`config.mk`:
```
export PLATFORM = sky130hd
export DESIGN_NAME = sd_cic_decimator
export DESIGN_NICKNAME = d
export VERILOG_FILES = /design/src/rtl/sd_cic_pkg.sv /design/src/rtl/sd_cic_integrator.sv /design/src/rtl/sd_cic_decimator.sv
export SDC_FILE = /design/constraint.sdc
export NUM_CORES = 1
export LEC_CHECK = 0
export CAP_MARGIN = 20
export CORE_MARGIN = 2
export CORE_UTILIZATION = 50
export CTS_CLUSTER_DIAMETER = 200
export DETAILED_ROUTE_END_ITERATION = 10
export PLACE_DENSITY_LB_ADDON = 0.08
export SETUP_SLACK_MARGIN = 0.3
export SLEW_MARGIN = 10
export SYNTH_ARGS = -nofsm -noshare
export SYNTH_HDL_FRONTEND = slang
export SYNTH_SLANG_ARGS = --single-unit
```
`constraint.sdc`:
```
create_clock -name clk -period 26.1 [get_ports clk]
set_clock_uncertainty 0.05 [all_clocks]
set_input_delay 7.83 -clock clk [delete_from_list [all_inputs] [get_ports clk]]
set_output_delay 7.83 -clock clk [all_outputs]
set_load 0.05 [all_outputs]
```
`src/rtl/sd_cic_pkg.sv`:
```
// ---------------------------------------------------------------------------
// sd_cic_pkg
// Shared helpers for the delta-sigma CIC decimator.
//   cic_width(n, r)  : internal/output width that holds the exact comb result
//                      for n stages at decimation ratio r (gain r**n, signed).
//   bit_to_signed(b) : maps a bitstream bit to a 2-bit signed symbol,
//                      1 -> +1, 0 -> -1.
// ---------------------------------------------------------------------------
package sd_cic_pkg;

   function automatic int cic_width(input int n, input int r);
      return n * $clog2(r) + 2;
   endfunction

   function automatic logic signed [1:0] bit_to_signed(input logic b);
      return b ? 2'sb01 : 2'sb11;
   endfunction

endpackage

```
`src/rtl/sd_cic_integrator.sv`:
```
// ---------------------------------------------------------------------------
// sd_cic_integrator
// One enabled modulo-2^W accumulator of the CIC integrator cascade.
// Ports:
//   clk    : clock
//   reset  : asynchronous active-high reset, clears the accumulator
//   en     : accumulate enable (an accepted input bit)
//   din    : value added this cycle (previous stage's updated value)
//   sum    : accumulator value after this cycle's update (combinational),
//            which feeds the next stage so the whole cascade updates together
// ---------------------------------------------------------------------------
module sd_cic_integrator #(
   parameter int W = 8
) (
   input  logic         clk,
   input  logic         reset,
   input  logic         en,
   input  logic [W-1:0] din,
   output logic [W-1:0] sum
);

   logic [W-1:0] acc;

   // The updated value is exposed combinationally so that a cascade of these
   // behaves as pure integrators (no extra delay per stage); wrap-around is
   // intentional because the comb differences recover the exact result.
   assign sum = acc + din;

   // Hold the accumulator unless a bit is accepted this cycle.
   always_ff @(posedge clk or posedge reset) begin
      if (reset) begin
         acc <= '0;
      end else if (en) begin
         acc <= sum;
      end
   end

endmodule

```
`src/rtl/sd_cic_decimator.sv`:
```
// ---------------------------------------------------------------------------
// sd_cic_decimator
// N-stage CIC (Hogenauer) decimator turning a 1-bit delta-sigma stream into
// signed B-bit PCM samples, one per R accepted bits, with a one-entry
// valid/ready output buffer.
// Ports:
//   clk       : clock
//   reset     : asynchronous active-high reset, clears all state
//   in_bit    : bitstream bit (1 -> +1, 0 -> -1)
//   in_valid  : qualifies in_bit; input is never back-pressured
//   out_data  : signed two's-complement sample (B bits)
//   out_valid : a sample is held in the output buffer
//   out_ready : consumer accepts the held sample when high with out_valid
//   overrun   : sticky, a sample was overwritten before being accepted
// ---------------------------------------------------------------------------
module sd_cic_decimator
   import sd_cic_pkg::*;
#(
   parameter  int N = 3,
   parameter  int R = 64,
   localparam int B = cic_width(N, R)
) (
   input  logic         clk,
   input  logic         reset,
   input  logic         in_bit,
   input  logic         in_valid,
   output logic [B-1:0] out_data,
   output logic         out_valid,
   input  logic         out_ready,
   output logic         overrun
);

   localparam int CW = $clog2(R);

   logic signed [1:0] in_sym;
   logic [B-1:0]      stage [N+1];
   logic [B-1:0]      comb_val [N+1];
   logic [B-1:0]      comb_prev [N];
   logic [CW-1:0]     dec_count;
   logic              strobe;

   // Sign-extend the +1/-1 symbol to the full internal width.
   assign in_sym   = bit_to_signed(in_bit);
   assign stage[0] = {{(B-2){in_sym[1]}}, in_sym};

   // Integrator cascade: each stage adds the previous stage's updated value,
   // so stage[N] is the final integrator value after this cycle's update.
   for (genvar i = 0; i < N; i++) begin : g_int
      sd_cic_integrator #(
         .W (B)
      ) u_int (
         .clk   (clk),
         .reset (reset),
         .en    (in_valid),
         .din   (stage[i]),
         .sum   (stage[i+1])
      );
   end

   // R is a power of two, so the counter wraps from R-1 to 0 on its own.
   assign strobe = in_valid && (dec_count == CW'(R - 1));

   // Count accepted bits; the R-th accepted bit produces the strobe.
   always_ff @(posedge clk or posedge reset) begin
      if (reset) begin
         dec_count <= '0;
      end else if (in_valid) begin
         dec_count <= dec_count + 1'b1;
      end
   end

   // Comb chain is purely combinational from the updated integrator value to
   // the output register, which keeps the latency at exactly one cycle.
   always_comb begin
      comb_val[0] = stage[N];
      for (int i = 0; i < N; i++) begin
         comb_val[i+1] = comb_val[i] - comb_prev[i];
      end
   end

   // Comb delay elements only advance at the decimated rate.
   always_ff @(posedge clk or posedge reset) begin
      if (reset) begin
         for (int i = 0; i < N; i++) begin
            comb_prev[i] <= '0;
         end
      end else if (strobe) begin
         for (int i = 0; i < N; i++) begin
            comb_prev[i] <= comb_val[i];
         end
      end
   end

   // One-entry output buffer. A new sample always wins: it loads even when
   // the old one is unaccepted (flagging overrun), and an acceptance in the
   // same cycle as a new sample simply leaves out_valid high.
   always_ff @(posedge clk or posedge reset) begin
      if (reset) begin
         out_data  <= '0;
         out_valid <= 1'b0;
         overrun   <= 1'b0;
      end else if (strobe) begin
         out_data  <= comb_val[N];
         out_valid <= 1'b1;
         if (out_valid && !out_ready) begin
            overrun <= 1'b1;
         end
      end else if (out_valid && out_ready) begin
         out_valid <= 1'b0;
      end
   end

endmodule

```
==> results.tsv <==
metric	value	unit
status	finished clean	
Die H	151	um
Max Slew Vio Count	0	
worst r2r dst	out_data[19]$_DFFE_PP0P_	
Fin. Hold Viols	0	
largest net degree at the start of global routing	85	
Final ANT Viol Nets	0	
hold_sp	overrun$_DFFE_PP0P_	
Final min period	17190	ps
clock root cell	clkbuf_16	
Longest Clk Path Bufs	2	
total CTS buffers	17	
routed vias/inst	5.43	
TritonCTS clock tree	yes	
Ant. Diodes	0	
setup_tns	0	ps
Worst Reg-to-Reg Cells	43	
top achievable clock speed	58.2	MHz
Site Rows	53	
Primary FF master, synth	dfrtp_1	
xor-xnor portion of the synthesized cell area	0.0822	
drt first pass iters	4	
Setup Buffers After CTS	0	
post-synthesis area per instance	9.15	um^2
WP data arrival	17500	ps
compound-gate portion of the synthesized area	0.194	
synthesized cell area	10800	um^2
WHS Path Cells	1	
crit share post-route	0.659	
Ys Warns	0	
io pins	27	
Clk Latency, worst-skew pair	420	ps
vias post-DR	8081	
Congestion Overflow GR	0	
Synth top area share	0.342	
GPL Wtd Cong	0.836	
Synth Area in Adders	0.145	
die area	22800	um^2
highest-count cells in the layout ignoring fill and taps	dfrtp_1 (148), nand2_1 (120), ha_1 (116), inv_1 (110), o21ai_0 (106)	
H-tree depth	4	
hold endpoint	overrun$_DFFE_PP0P_	
mux contribution to synthesized area	0.0600	
Initial DRC Count	308	
# hold bufs at CTS	0	
post-synthesis simple-gate area fraction	0.127	
slowest CP cell	clkdlybuf4s50_1	
die width	151	um
wire per inst	13.9	um
RSZ-0062 raised after global routing	false	
area grow syn2layout	11.0	%
Critical Setup Path Class	primary input to flop	
r2r startpoint	g_int[0].u_int.acc[0]$_DFFE_PP0P_	
crit path max fanout	19	
Netlist cell types	71	
number of synthesized flops with an enable pin	0	
Synth Net Count	1310	
most common cell after layout, fill and taps aside	dfrtp_1	
CTS resizes	0	
#FFs+latches synth	148	
drt total wl	20.6	mm
relative slew slack	0.440	
post-synthesis sequential area ratio	0.342	
Fillers	1924	
startpoint types	primary input	
largest family of logic cells by synthesized area	compound AO/OA/AOI/OAI gates	
Final setup violation count	0	
core area	21200	um^2
hpwl dp	15.0	mm
Final nets	1328	
port buffer count	26	
vias in the first global route	7718	
Initial Utilization	0.511	
GR Util All Layers	0.194	
crit-path most repeated cell	ha_1	
max cap viols	0	
initial antenna violation count	0	
Cells after Synth	1183	
element type at the critical path end	flop	
leading post-synthesis cells by cell area	dfrtp_1 (34%), ha_1 (13%), xnor2_1 (5.7%)	
share of layout cells above drive strength 1	0.0923	
Worst EP required	26400	ps
first-pass GRT wire length	36.1	mm
largest area contributor in the netlist	dfrtp_1	
Hold Path Class	flop to flop	
CP max stage delay	540	ps
asr flop ratio synth	1.00	
drt drc	0	
worst reg2reg setup slack	16510	ps
clk sinks	148	
Least-Margin Pin Slew	841	ps
Worst-path clk slew	60	ps
[synth_stat cells, types with 9 or more instances]
master / instances
a211oi_1: 15
a21boi_0: 10
a21o_1: 18
a21oi_1: 62
a31oi_1: 9
and3_1: 11
clkbuf_1: 26
dfrtp_1: 148
ha_1: 116
inv_1: 111
mux2_2: 55
nand2_1: 120
nand2b_1: 11
nand3_1: 14
nor2_1: 55
nor2b_1: 13
nor3_1: 22
o2111ai_1: 11
o21a_1: 19
o21ai_0: 106
o21bai_1: 12
o31ai_1: 13
or3_1: 12
xnor2_1: 71
xor2_1: 26
[area by class of cell]
type	instances	area (um^2)	area share
multi-input combinational	892	6580	0.548
sequential	148	3700	0.308
clock buffer	18	439	0.0366
inverter	111	422	0.0351
tap	275	344	0.0286
timing repair buffer	31	293	0.0244
clock inverter	14	225	0.0188
[metrics by stage]
step	util	std cells	area [um^2]	hold WS [ps]	setup WS (ps)
after floorplan	-	1183	10800	400	9990
after global placement	0.536	1457	11300	410	8930
after detailed placement	0.536	1457	11300	413	8580
after CTS	0.568	1489	12000	428	8980
after global routing	0.568	1489	12000	452	8040
final	0.568	1489	12000	420	8910
[state kept, by name, summed over array words and instances (netlist names)]
signal	flops
dec_count	6
out_data	20
out_valid	1
overrun	1
comb_prev	60
g_int.u_int.acc	60
[per-layer routing]
layer	track usage	wire length, um	vias up	part of all wire
met5	0	0	-	0
met4	0.0491	206	0	0.010
met3	0.0292	475	11	0.023
met2	0.307	9370	75	0.45
met1	0.280	10600	3773	0.51
li1	-	-	4222	-
[cell families (layout without fill, tap and decap cells)]
kind of cell               Yosys count  in the layout
DFF                                148            148
buffers and inverters              143            174
muxes                               58             58
and+or+nand+nor                    292            292
AOI/OAI and AO/OA                  321            321
adders and majority gates          122            122
xor gates and xnor gates            99             99
[worst max-delay path, delay by kind of cell]
family                     cells  cell delay, ps
muxes                          1             130
xor gates and xnor gates       4             750
buffers and inverters          4             910
and+or+nand+nor               14            2440
AOI/OAI and AO/OA             16            3520
adders and majority gates      6            1920
[how the worst max path moves through the flow]
stage	startpoint	endpoint	slack [ps]	depth (start not counted)
after global routing	in_bit	out_data[19]$_DFFE_PP0P_	8040	45
after detailed placement	in_bit	out_data[19]$_DFFE_PP0P_	8580	45
after CTS	in_bit	out_data[19]$_DFFE_PP0P_	8980	45
after floorplan	in_bit	out_data[19]$_DFFE_PP0P_	9990	43
final	in_bit	out_data[19]$_DFFE_PP0P_	8910	45
after global placement	in_bit	out_data[19]$_DFFE_PP0P_	8930	45
Power is left out: the tool's default activity adds up to more than one toggle a clock period on the data nets, which glitch-free logic cannot reach.
